--- src/rtl/gate_sweep_pkg.sv ---
// gate_sweep_pkg: shared FSM state type, reference-gate op codes and settle counter width.
package gate_sweep_pkg;
    typedef enum logic [2:0] {S_IDLE, S_DRIVE, S_WAIT, S_SAMPLE, S_DONE} state_t;
    localparam int OP_OR    = 0;
    localparam int OP_AND   = 1;
    localparam int OP_XOR   = 2;
    localparam int OP_NOR   = 3;
    localparam int OP_NAND  = 4;
    localparam int OP_XNOR  = 5;
    localparam int SETTLE_W = 4;
endpackage

--- src/rtl/gate_ref_model.sv ---
// gate_ref_model: combinational golden output for the gate under test, selected by OP.
module gate_ref_model
    import gate_sweep_pkg::*;
#(
    parameter int N_IN = 2,
    parameter int OP   = OP_OR
) (
    input  logic [N_IN-1:0] i_vec,
    output logic            o_expected
);
    logic w_red;
    always_comb begin
        w_red      = (OP == OP_OR || OP == OP_NOR) ? |i_vec :
                     (OP == OP_AND || OP == OP_NAND) ? &i_vec : ^i_vec;
        // unsupported op codes read as a constant 0 reference
        o_expected = (OP < OP_OR || OP > OP_XNOR) ? 1'b0 :
                     (OP >= OP_NOR) ? ~w_red : w_red;
    end
endmodule

--- src/rtl/gate_sweep_ctrl.sv ---
// gate_sweep_ctrl: exhaustive stimulus/compare sequencer for a small gate; GATE_SWEEP_CAPTURE_EN adds first-failure capture.
module gate_sweep_ctrl
    import gate_sweep_pkg::*;
#(
    parameter int N_IN   = 2,
    parameter int SETTLE = 2,
    parameter int OP     = OP_OR
) (
    input  logic            clk,
    input  logic            rst_n,
    input  logic            i_start,
    input  logic            i_abort,
    output logic [N_IN-1:0] o_gate_in,
    input  logic            i_gate_z,
    output logic            o_busy,
    output logic            o_done,
    output logic            o_pass,
    output logic [N_IN:0]   o_err_count
`ifdef GATE_SWEEP_CAPTURE_EN
    ,
    output logic [N_IN-1:0] o_first_fail_vec,
    output logic            o_first_fail_z
`endif
);
    localparam logic [N_IN-1:0]     VEC_MAX  = '1;
    localparam logic [N_IN:0]       ERR_MAX  = {1'b1, {N_IN{1'b0}}};
    localparam logic [SETTLE_W-1:0] SETTLE_L = SETTLE_W'(SETTLE);

    state_t              r_state;
    logic [N_IN-1:0]     r_vec;
    logic [SETTLE_W-1:0] r_cnt;
    logic                w_expected;
    logic                w_miss;
    logic [N_IN:0]       w_err_next;
`ifdef GATE_SWEEP_CAPTURE_EN
    logic                r_captured;
`endif

    gate_ref_model #(.N_IN(N_IN), .OP(OP)) u_ref (
        .i_vec      (r_vec),
        .o_expected (w_expected)
    );

    assign w_miss     = i_gate_z != w_expected;
    assign w_err_next = (w_miss && o_err_count != ERR_MAX) ? o_err_count + 1'b1 : o_err_count;

    always_ff @(posedge clk) begin
        if (!rst_n) begin
            r_state     <= S_IDLE;
            r_vec       <= '0;
            r_cnt       <= '0;
            o_gate_in   <= '0;
            o_busy      <= 1'b0;
            o_done      <= 1'b0;
            o_pass      <= 1'b0;
            o_err_count <= '0;
`ifdef GATE_SWEEP_CAPTURE_EN
            r_captured       <= 1'b0;
            o_first_fail_vec <= '0;
            o_first_fail_z   <= 1'b0;
`endif
        end else if (i_abort && r_state inside {S_DRIVE, S_WAIT, S_SAMPLE}) begin
            // abort beats the compare: the sample in flight is dropped
            r_state <= S_IDLE;
            o_busy  <= 1'b0;
            o_pass  <= 1'b0;
        end else begin
            case (r_state)
                S_IDLE: if (i_start) begin
                    r_state     <= S_DRIVE;
                    r_vec       <= '0;
                    o_err_count <= '0;
                    o_pass      <= 1'b0;
                    o_busy      <= 1'b1;
`ifdef GATE_SWEEP_CAPTURE_EN
                    r_captured       <= 1'b0;
                    o_first_fail_vec <= '0;
                    o_first_fail_z   <= 1'b0;
`endif
                end
                S_DRIVE: begin
                    o_gate_in <= r_vec;
                    r_cnt     <= SETTLE_L;
                    r_state   <= (SETTLE == 0) ? S_SAMPLE : S_WAIT;
                end
                S_WAIT: begin
                    r_cnt <= r_cnt - 1'b1;
                    if (r_cnt == SETTLE_W'(1))
                        r_state <= S_SAMPLE;
                end
                S_SAMPLE: begin
                    o_err_count <= w_err_next;
`ifdef GATE_SWEEP_CAPTURE_EN
                    if (w_miss && !r_captured) begin
                        r_captured       <= 1'b1;
                        o_first_fail_vec <= r_vec;
                        o_first_fail_z   <= i_gate_z;
                    end
`endif
                    if (r_vec == VEC_MAX) begin
                        r_state <= S_DONE;
                        o_done  <= 1'b1;
                        o_pass  <= w_err_next == '0;
                    end else begin
                        r_vec   <= r_vec + 1'b1;
                        r_state <= S_DRIVE;
                    end
                end
                S_DONE: begin
                    r_state <= S_IDLE;
                    o_done  <= 1'b0;
                    o_busy  <= 1'b0;
                end
                default: r_state <= S_IDLE;
            endcase
        end
    end
endmodule

--- config.mk ---
export PLATFORM = sky130hd
export DESIGN_NAME = gate_sweep_ctrl
export DESIGN_NICKNAME = d
export VERILOG_FILES = /design/src/rtl/gate_sweep_pkg.sv /design/src/rtl/gate_ref_model.sv /design/src/rtl/gate_sweep_ctrl.sv
export SDC_FILE = /design/constraint.sdc
export NUM_CORES = 1
export LEC_CHECK = 0
export ABC_CLOCK_PERIOD_IN_PS = 1500
export CORE_MARGIN = 8
export CORE_UTILIZATION = 54
export CTS_CLUSTER_SIZE = 28
export DETAILED_ROUTE_END_ITERATION = 8
export DONT_BUFFER_PORTS = 1
export GPL_ROUTABILITY_DRIVEN = 0
export HOLD_SLACK_MARGIN = 0.08
export PLACE_DENSITY = 0.72
export SKIP_CTS_REPAIR_TIMING = 1
export SYNTH_ARGS = -nofsm -noshare
export SYNTH_HDL_FRONTEND = slang
export SYNTH_HIERARCHICAL = 1
export SYNTH_SLANG_ARGS = --single-unit
--- constraint.sdc ---
create_clock -name clk -period 1.5 [get_ports clk]
set_input_delay 0.15 -clock clk [delete_from_list [all_inputs] [get_ports clk]]
set_output_delay 0.15 -clock clk [all_outputs]
set_load 0.01 [all_outputs]
# Word-level counts from Yosys, hierarchy flattened
# Index checks and enable logic that the tools add are counted.
# totals
inputBits	5
register_bits	17
wordCells	62
# op_classes
mux	18
n_reduce_logical	19
eq_ne	12
add_sub_neg	3
bitwise	2
# ops
op	n
2-to-1 mux 3 bit	5
one-hot mux 3 bit (4 select lines)	1
AND reduction 3 bit	3
one-hot mux 4 bit (2 select lines)	1
AND reduction 2 bit	4
nonzero test 2 bit	4
equality test 3 x 2 -> 1 bit (second input constant)	2
zero test 3 bit	2
one-hot mux 1 bit (2 select lines)	3
one-hot mux 3 bit (2 select lines)	1
equality test 4 x 1 -> 1 bit (second input constant)	1
2-to-1 mux 1 bit	4
2-to-1 mux 2 bit	2
inequality test 2 x 1 -> 1 bit (second input constant)	2
inequality test 2 bit (second input constant)	2
one-hot mux 2 bit (2 select lines)	1
AND reduction 4 bit	1
OR reduction 2 bit	2
subtractor 4 x 1 -> 4 bit (second input constant)	1
adder 3 x 1 -> 3 bit (second input constant)	1
equality test 3 x 1 -> 1 bit (second input constant)	1
equality test 3 bit (second input constant)	1
inequality test 3 bit (second input constant)	1
nonzero test 3 bit	1
other kinds (5)	7

# Longest topological paths before layout
# Gate-level depths: netlist of the first run.
# logic_depth
word_depth	7
ltp_mapped	6
depth_no_buf	6

# Modules after synthesis
# The synthesis of the first run kept the hierarchy.
# by_module_without_submodules
module	n_inst	area_per_inst_um2	cells_each	seq_area_each_um2
gate_sweep_ctrl	1	998.5	107	340.3
gate_ref_model	1	6.3	1	0.0

# Worst setup path before layout of the first run
# OpenSTA, ideal clock, no wires.
# synth_path
kind	register to register
startpoint	register r_vec[1]
endpoint	register o_err_count[2]
t_required_ns	1.430
path_stages_with_launch	6
setup_ns	0.070
period_less_slack_ns	1.477
slack_ns	0.023
arrival_time_ns	1.407
path_cell_list	dfxtp_1 or2_1 xor2_2 and4b_1 or3_1 a21boi_1
# synth_between
elab_chain_cells	5
# synth_rtl
element	line_no	text
start, declared	gate_sweep_ctrl.sv:30	logic [N_IN-1:0] r_vec;
start signal, assigned	gate_sweep_ctrl.sv:105	r_vec <= r_vec + 1'b1;
OR reduction 2 bit	gate_ref_model.sv:13	w_red = (OP == OP_OR || OP == OP_NOR) ? |i_vec :
via w_expected	gate_sweep_ctrl.sv:32	logic w_expected;
inequality test 1 bit	gate_sweep_ctrl.sv:44	assign w_miss = i_gate_z != w_expected;
logical AND 1 bit	gate_sweep_ctrl.sv:45	assign w_err_next = (w_miss && o_err_count != ERR_MAX) ? o_err_count + 1'b1 : o_err_count;
2-to-1 mux 3 bit	gate_sweep_ctrl.sv:45	
one-hot mux 3 bit (2 select lines)	gate_sweep_ctrl.sv:68	case (r_state)
end signal, assigned	gate_sweep_ctrl.sv:92	o_err_count <= w_err_next;
end, declared	gate_sweep_ctrl.sv:18	output logic [N_IN:0] o_err_count
# The timed path passes the listed nets, and every way through them passes these cells.
# A chain may end at the register's enable or synchronous reset.

# Final worst setup path of the first run
# layout_path
startpoint	register r_vec[0]
endpoint	register o_err_count[2]
# The elaborated chain is that of the path after synthesis.

==> impl_metrics.csv, run 1 <==
group,metric,value,unit
status,status,"complete, but fails checks",
status,violations,"hold timing, setup timing",
grt,grt_pass1_vias,831,
setup_path,critical_path_required,1.73,ns
synthesis,synthesis.nets,118,
setup_path,critPathMaxStageDelay,0.38,ns
sta,whs,-0.01648,ns
setup_path,crit_arrival,1.76,ns
clock_tree,clock-sinks,17,
placed_design,hpwl,1653,um
power_and_ir_drop,power_density,727.9,nW/um^2
clock_tree,ctsHtreeMaxLevel,1,
power_and_ir_drop,switching_share,25.47,%
routing,ant_nets,0,
setup_path,critPathSlowestCell,"or3_1",
die,rows,15,
finish,layout_commonest_cell,"dfxtp_1",
routing,vias,807,
die,die-area,3497,sq um
synthesis,ys_types,40,
power_and_ir_drop,leakage,0.4313,nW
die,die_y,59.14,um
sta,setup_tns,-0.02822,ns
routing,detail_route.vias_per_cell,5.643,
clock_tree,clk_pin_slew_worst_paths,0.10,ns
synthesis,synth_top_cell_by_area,"dfxtp_1",
setup_path,rrSetupSlack,-0.03,ns
sta,worst_pin_slew,0.3399,ns
setup_path,startpoint,"r_vec[0]$_SDFFE_PN0P_",
die,top_level_ports,13,
grt,grt-ovfl-total,0,
finish,fin_util,65.45,%
sta,slew_violations,0,
routing,drc_errors,0,
clock_tree,clkLatencyLatePin,0.29,ns
setup_path,path_cells,"or2_4 > xor2_4 > a21oi_1 > or3_1 > a21boi_1",
routing,wl_per_cell,15.72,um
setup_path,worstSetupPathType,"flip-flop to flip-flop",
power_and_ir_drop,p_sw,0.2118,mW
synthesis,ys.flop_type,"dfxtp_1",
synthesis,avgSynthCellArea,9.303,sq um
synthesis,synth-seq-area-share,33.87,%
setup_path,path_max_fanout,7,
finish,seqCellArea,346.6,sq um
finish,areaGrowthSynthToFinish,13.70,%
die,die_width,59.14,um
synthesis,netlist_area,1005,sq um
clock_tree,cts-root-buf,"clkbuf_4",
grt,antenna_found_initial,0,
routing,firstDrtPassIters,4,
finish,layout_common_cells,"dfxtp_1 (12), buf_4 (10), nor2_1 (9)",
finish,antenna_cells,0,
synthesis,synth_edf_count,0,
setup_path,rr_startpoint,"r_vec[0]$_SDFFE_PN0P_",
sta,period_needed,1.528,ns
power_and_ir_drop,combPwrFrac,12.5,%
setup_path,crit_family,"simple AND/OR/NAND/NOR gates",
worst_hold_path,hold_class,"primary input to flip-flop",
finish,drive_above_1_share,24.58,%
setup_path,critPathBufInv,0,
finish,multi_input_area,636.9,sq um
worst_hold_path,hold_start,"rst_n",
clock_tree,numCtsBuffers,3,
synthesis,synth_seq_cells,17,
finish,instances_no_fill,143,
power_and_ir_drop,internal-power,0.6197,mW
synthesis,synthesis.instances,108,
synthesis,synthDominantCellAreaShare,33.87,%
synthesis,ys_top_cells_by_area,"dfxtp_1 (34%), ha_1 (6.2%), nand2b_1 (3.7%)",
sta,hold_viol_final,7,
synthesis,async_reset_ff_share,0,%
sta,finClkSkew,0.007540,ns
power_and_ir_drop,seqPwrFrac,58.0,%
grt,grt_max_degree,14,
sta,fmax,654.4,MHz
sta,finalCritPeriodShare,101.9,%
setup_path,crit_path_start_kind,"flip-flop",
die,start_util,57.56,%
synthesis,ys_warn_count,6,
clock_tree,cts_buffer_depth,2,
routing,drt_iter0_markers,26,
placed_design,placed_cells,138,
setup_path,endpoint_kind,"flip-flop",
sta,finalSetupViolCount,1,
power_and_ir_drop,pwr-share-clk,29.5,%
grt,grt_use_total,13.14,%
sta,rsz0062_at_grt,"yes",
sta,setup_slack,-0.02822,ns
routing,wirelength,2248,um
clock_tree,cts_tree,"yes",
job,maxCapViolCount,0,
die,coreArea,1745,sq um
placed_design,io_buffers,0,
finish,nFillCells,152,
placed_design,pre_cts_ws,-0.03943,ns
sta,slew_headroom,77.24,%
finish,layout.nets,129,
power_and_ir_drop,max-vdd-ir-drop,0.6689,mV
grt,grt_pass1_wl,3594,um
sequential cells by signal, summed over array words and instances, names as in the netlist:
signal       count
r_vec            2
o_gate_in        2
o_pass           1
r_state          3
r_cnt            4
o_busy           1
o_err_count      3
o_done           1
worst register-to-register path: stages, from the launching register on:
cell and delay, ns:
dfxtp_2 0.33, or2_4 0.26, xor2_4 0.21, a21oi_1 0.14
or3_1 0.38, a21boi_1 0.14
power groups by stage:
stage | Combinational [mW] | Sequential [mW] | Clock (mW)
2_1_floorplan | 0.0988 | 0.481 | 0
3_3_place_gp | 0.0946 | 0.491 | 0
3_5_place_dp | 0.0977 | 0.492 | 0
4_1_cts | 0.0988 | 0.481 | 0.254
5_1_grt | 0.114 | 0.484 | 0.269
6_report | 0.104 | 0.482 | 0.245
synth_stat cells (2+ instances only):
master     n
nor2_1     9
or3_1      2
ha_1       5
buf_4      2
o31ai_1    2
nor3b_1    2
a21oi_1    6
nand2_1    7
and4b_1    2
a21boi_0   3
dfxtp_1   17
xnor2_1    2
o21ai_0    3
nor3_1     5
o21bai_1   3
nand4_1    2
inv_1      4
mux2i_1    2
nand2b_1   6
nor2b_1    4
layout make-up:
type | count | share of cell area, %
clock buffer | 3 | 1.972
clock inverter | 1 | 0.4381
inverter | 4 | 1.314
multi-input combinational | 82 | 55.75
sequential | 17 | 30.34
tap | 25 | 2.738
timing repair buffer | 11 | 7.448
through the flow:
stage | cell area (sq um) | power, mW | hold slack (ns)
after global placement | 1076 | 0.5861 | 0.2314
after floorplan | 1005 | 0.5802 | 0.3030
final | 1142 | 0.8315 | -0.01648
after global routing | 1142 | 0.8673 | -0.02896
after CTS | 1104 | 0.8344 | -0.09402
after detailed placement | 1076 | 0.5897 | 0.2341
path summary, 6_finish.rpt:
check | endpoint | depth (start not counted)
worst max-delay path | o_err_count[2]$_SDFFE_PN0P_ | 5
worst min-delay path | o_gate_in[1]$_SDFFE_PN0P_ | 1
worst max register to register | o_err_count[2]$_SDFFE_PN0P_ | 5
worst min register to register | r_cnt[0]$_SDFFE_PN0P_ | 2
metal layers:
metal	wire length [um]	up-vias	track usage, %
met5	0	-	0
met4	40	0	4.096
met3	109	4	4.121
met2	1169	15	25.39
met1	929	385	12.75
li1	-	403	-
cells by family (layout without fill, tap and decap cells):
kind of cell             count (synthesis)  in the layout  share of synthesized area (%)
AND/OR/NAND/NOR                         48             48                          31.63
AO/OA/AOI/OAI                           23             23                          15.19
flip-flops                              17             17                          33.87
buffers and inverters                    9             19                          4.980
adder cells (fa/ha/maj)                  5              5                          6.227
XOR/XNOR                                 4              4                          6.103
multiplexers                             2              2                          1.993
No activity file was read; power rests on OpenSTA's default activity.
==> inputs of run 2 (changes only) <==
--- a/config.mk
+++ b/config.mk
@@ -5,15 +5,15 @@
 export SDC_FILE = /design/constraint.sdc
 export NUM_CORES = 1
 export LEC_CHECK = 0
-export ABC_CLOCK_PERIOD_IN_PS = 1500
+export ABC_CLOCK_PERIOD_IN_PS = 1800
 export CORE_MARGIN = 8
-export CORE_UTILIZATION = 54
+export CORE_UTILIZATION = 60
 export CTS_CLUSTER_SIZE = 28
 export DETAILED_ROUTE_END_ITERATION = 8
 export DONT_BUFFER_PORTS = 1
 export GPL_ROUTABILITY_DRIVEN = 0
 export HOLD_SLACK_MARGIN = 0.08
-export PLACE_DENSITY = 0.72
+export PLACE_DENSITY = 0.86
 export SKIP_CTS_REPAIR_TIMING = 1
 export SYNTH_ARGS = -nofsm -noshare
 export SYNTH_HDL_FRONTEND = slang
==> constraint.sdc (replaced) <==
create_clock -name clk -period 1.8 [get_ports clk]
set_input_delay 0.18 -clock clk [delete_from_list [all_inputs] [get_ports clk]]
set_output_delay 0.18 -clock clk [all_outputs]
set_load 0.01 [all_outputs]
==> run 2 against run 1 <==
  * The run now ends clean
  * Sequential power shrank 16%
  * Non-clock buffer count shrank 8
  * Global-route usage shrank 0.76 points
  * Largest power group unchanged
==> impl_metrics.csv, run 2 (same netlist as run 1, synthesis figures left out) <==
group,metric,value,unit
grt,grt_pass1_vias,722,
setup_path,crit_family,"flip-flops",
finish,regMostFlops,"r_cnt",
finish,layout.nets,121,
clock_tree,cts-root-buf,"clkbuf_4",
setup_path,critical_path_required,1.98,ns
power_and_ir_drop,power_density,652.3,nW/um^2
setup_path,critPathBufInv,1,
setup_path,endpoint_kind,"flip-flop",
die,die_y,56.92,um
finish,drive_above_1_share,10.00,%
sta,worst_pin_slew,0.5131,ns
clock_tree,clkLatencyLatePin,0.29,ns
clock_tree,cts_tree,"yes",
die,start_util,65.18,%
routing,detail_route.vias_per_cell,6.079,
power_and_ir_drop,switching_share,25.11,%
sta,rsz0062_at_grt,"no",
routing,vias,766,
sta,setup_tns,0,ns
finish,reg.largest.list,"r_cnt (4), o_err_count (3), r_state (3)",
power_and_ir_drop,pwr-share-clk,28.9,%
grt,grt_max_degree,14,
finish,antenna_cells,0,
setup_path,path_cells,"xnor2_4 > nor3_1 > dlygate4sd3_1",
finish,layout_commonest_cell,"dfxtp_1",
power_and_ir_drop,max-vdd-ir-drop,0.7234,mV
power_and_ir_drop,combPwrFrac,12.2,%
worst_hold_path,hold_class,"primary input to flip-flop",
power_and_ir_drop,leakage,0.3897,nW
die,die_width,56.92,um
grt,grt_use_total,12.38,%
die,top_level_ports,13,
setup_path,path_max_fanout,11,
sta,finClkSkew,0.001286,ns
routing,drc_errors,0,
clock_tree,cts_buffer_depth,2,
clock_tree,clk_pin_slew_worst_paths,0.09,ns
placed_design,io_buffers,0,
sta,hold_viol_final,0,
setup_path,critPathMaxStageDelay,0.63,ns
finish,instances_no_fill,126,
power_and_ir_drop,seqPwrFrac,59.0,%
clock_tree,clock-sinks,17,
clock_tree,ctsHtreeMaxLevel,1,
sta,whs,0.1177,ns
die,coreArea,1541,sq um
sta,period_needed,1.600,ns
die,die-area,3240,sq um
finish,nFillCells,129,
setup_path,worstSetupPathType,"flip-flop to flip-flop",
sta,fmax,625.1,MHz
sta,finalSetupViolCount,0,
sta,finalCritPeriodShare,88.88,%
placed_design,hpwl,1537,um
power_and_ir_drop,p_sw,0.1715,mW
routing,drt_iter0_markers,11,
sta,slew_headroom,65.75,%
clock_tree,numCtsBuffers,3,
job,maxCapViolCount,0,
power_and_ir_drop,total_power,0.6831,mW
finish,layout_common_cells,"dfxtp_1 (17), nor2_1 (9), nand2_1 (7)",
sta,slew_violations,0,
power_and_ir_drop,internal-power,0.5116,mW
finish,areaGrowthSynthToFinish,4.234,%
setup_path,critPathSlowestCell,"dfxtp_1",
status,status,"finished clean",
die,rows,14,
routing,firstDrtPassIters,4,
setup_path,rrSetupSlack,0.20,ns
grt,grt_pass1_wl,3256,um
finish,largest_reg_flops,4,
grt,grt-ovfl-total,0,
routing,wl_per_cell,16.00,um
setup_path,crit_path_start_kind,"flip-flop",
grt,antenna_found_initial,0,
routing,ant_nets,0,
placed_design,placed_cells,119,
routing,wirelength,2016,um
setup_path,crit_arrival,1.78,ns
==> run 2: cell count changes in the layout (fill, tap and decap cells not counted), moves of 2 or more <==
cell	previous run	this run
dfxtp_2	5	0
dfxtp_1	12	17
dlygate4sd3_1	1	3
buf_4	10	0
==> run 2: layout make-up <==
class | count | area, sq um | share of cell area, %
clock buffer | 3 | 22.52 | 2.151
inverter | 4 | 15.01 | 1.434
timing repair buffer | 3 | 30.03 | 2.867
clock inverter | 1 | 5.005 | 0.4779
tap | 16 | 20.02 | 1.912
multi-input combinational | 82 | 614.3 | 58.66
sequential | 17 | 340.3 | 32.50
==> run 2: metrics by stage <==
| stage | setup WS [ns] | cell area [sq um] | util (%) |
|---|---|---|---|
| finish | 0.2002 | 1047 | 67.94 |
| global route | 0.05142 | 1047 | 67.94 |
| CTS | 0.2326 | 1017 | 65.99 |
| detailed placement | 0.2621 | 989.7 | 64.20 |
| global placement | 0.2915 | 989.7 | 64.20 |
| floorplan | 0.3235 | 1005 | - |
==> run 2: power groups by stage <==
stage	Sequential [mW]	Combinational, mW	Clock (mW)
floorplan	0.401	0.0823	0
global placement	0.410	0.0725	0
detailed placement	0.412	0.0748	0
CTS	0.403	0.0755	0.206
global route	0.405	0.0929	0.223
finish	0.403	0.0831	0.197
==> run 2: path summary, 6_finish.rpt <==
path	start	endpoint	cells after the start
setup / recovery	r_state[0]$_SDFFE_PP0P_	r_state[1]$_SDFFE_PP0P_	3
hold / removal	i_abort	r_cnt[0]$_SDFFE_PN0P_	2
setup reg to reg	r_state[0]$_SDFFE_PP0P_	r_state[1]$_SDFFE_PP0P_	3
hold reg to reg	o_pass$_SDFFE_PP0P_	o_pass$_SDFFE_PP0P_	2
==> run 2: metal layers <==
metal	track usage (%)	part of all wire [%]	routed length (um)
met1	13.86	44	885
met2	19.22	45	908
met3	6.966	10	207
met4	4.362	0.69	14
met5	0	0	0
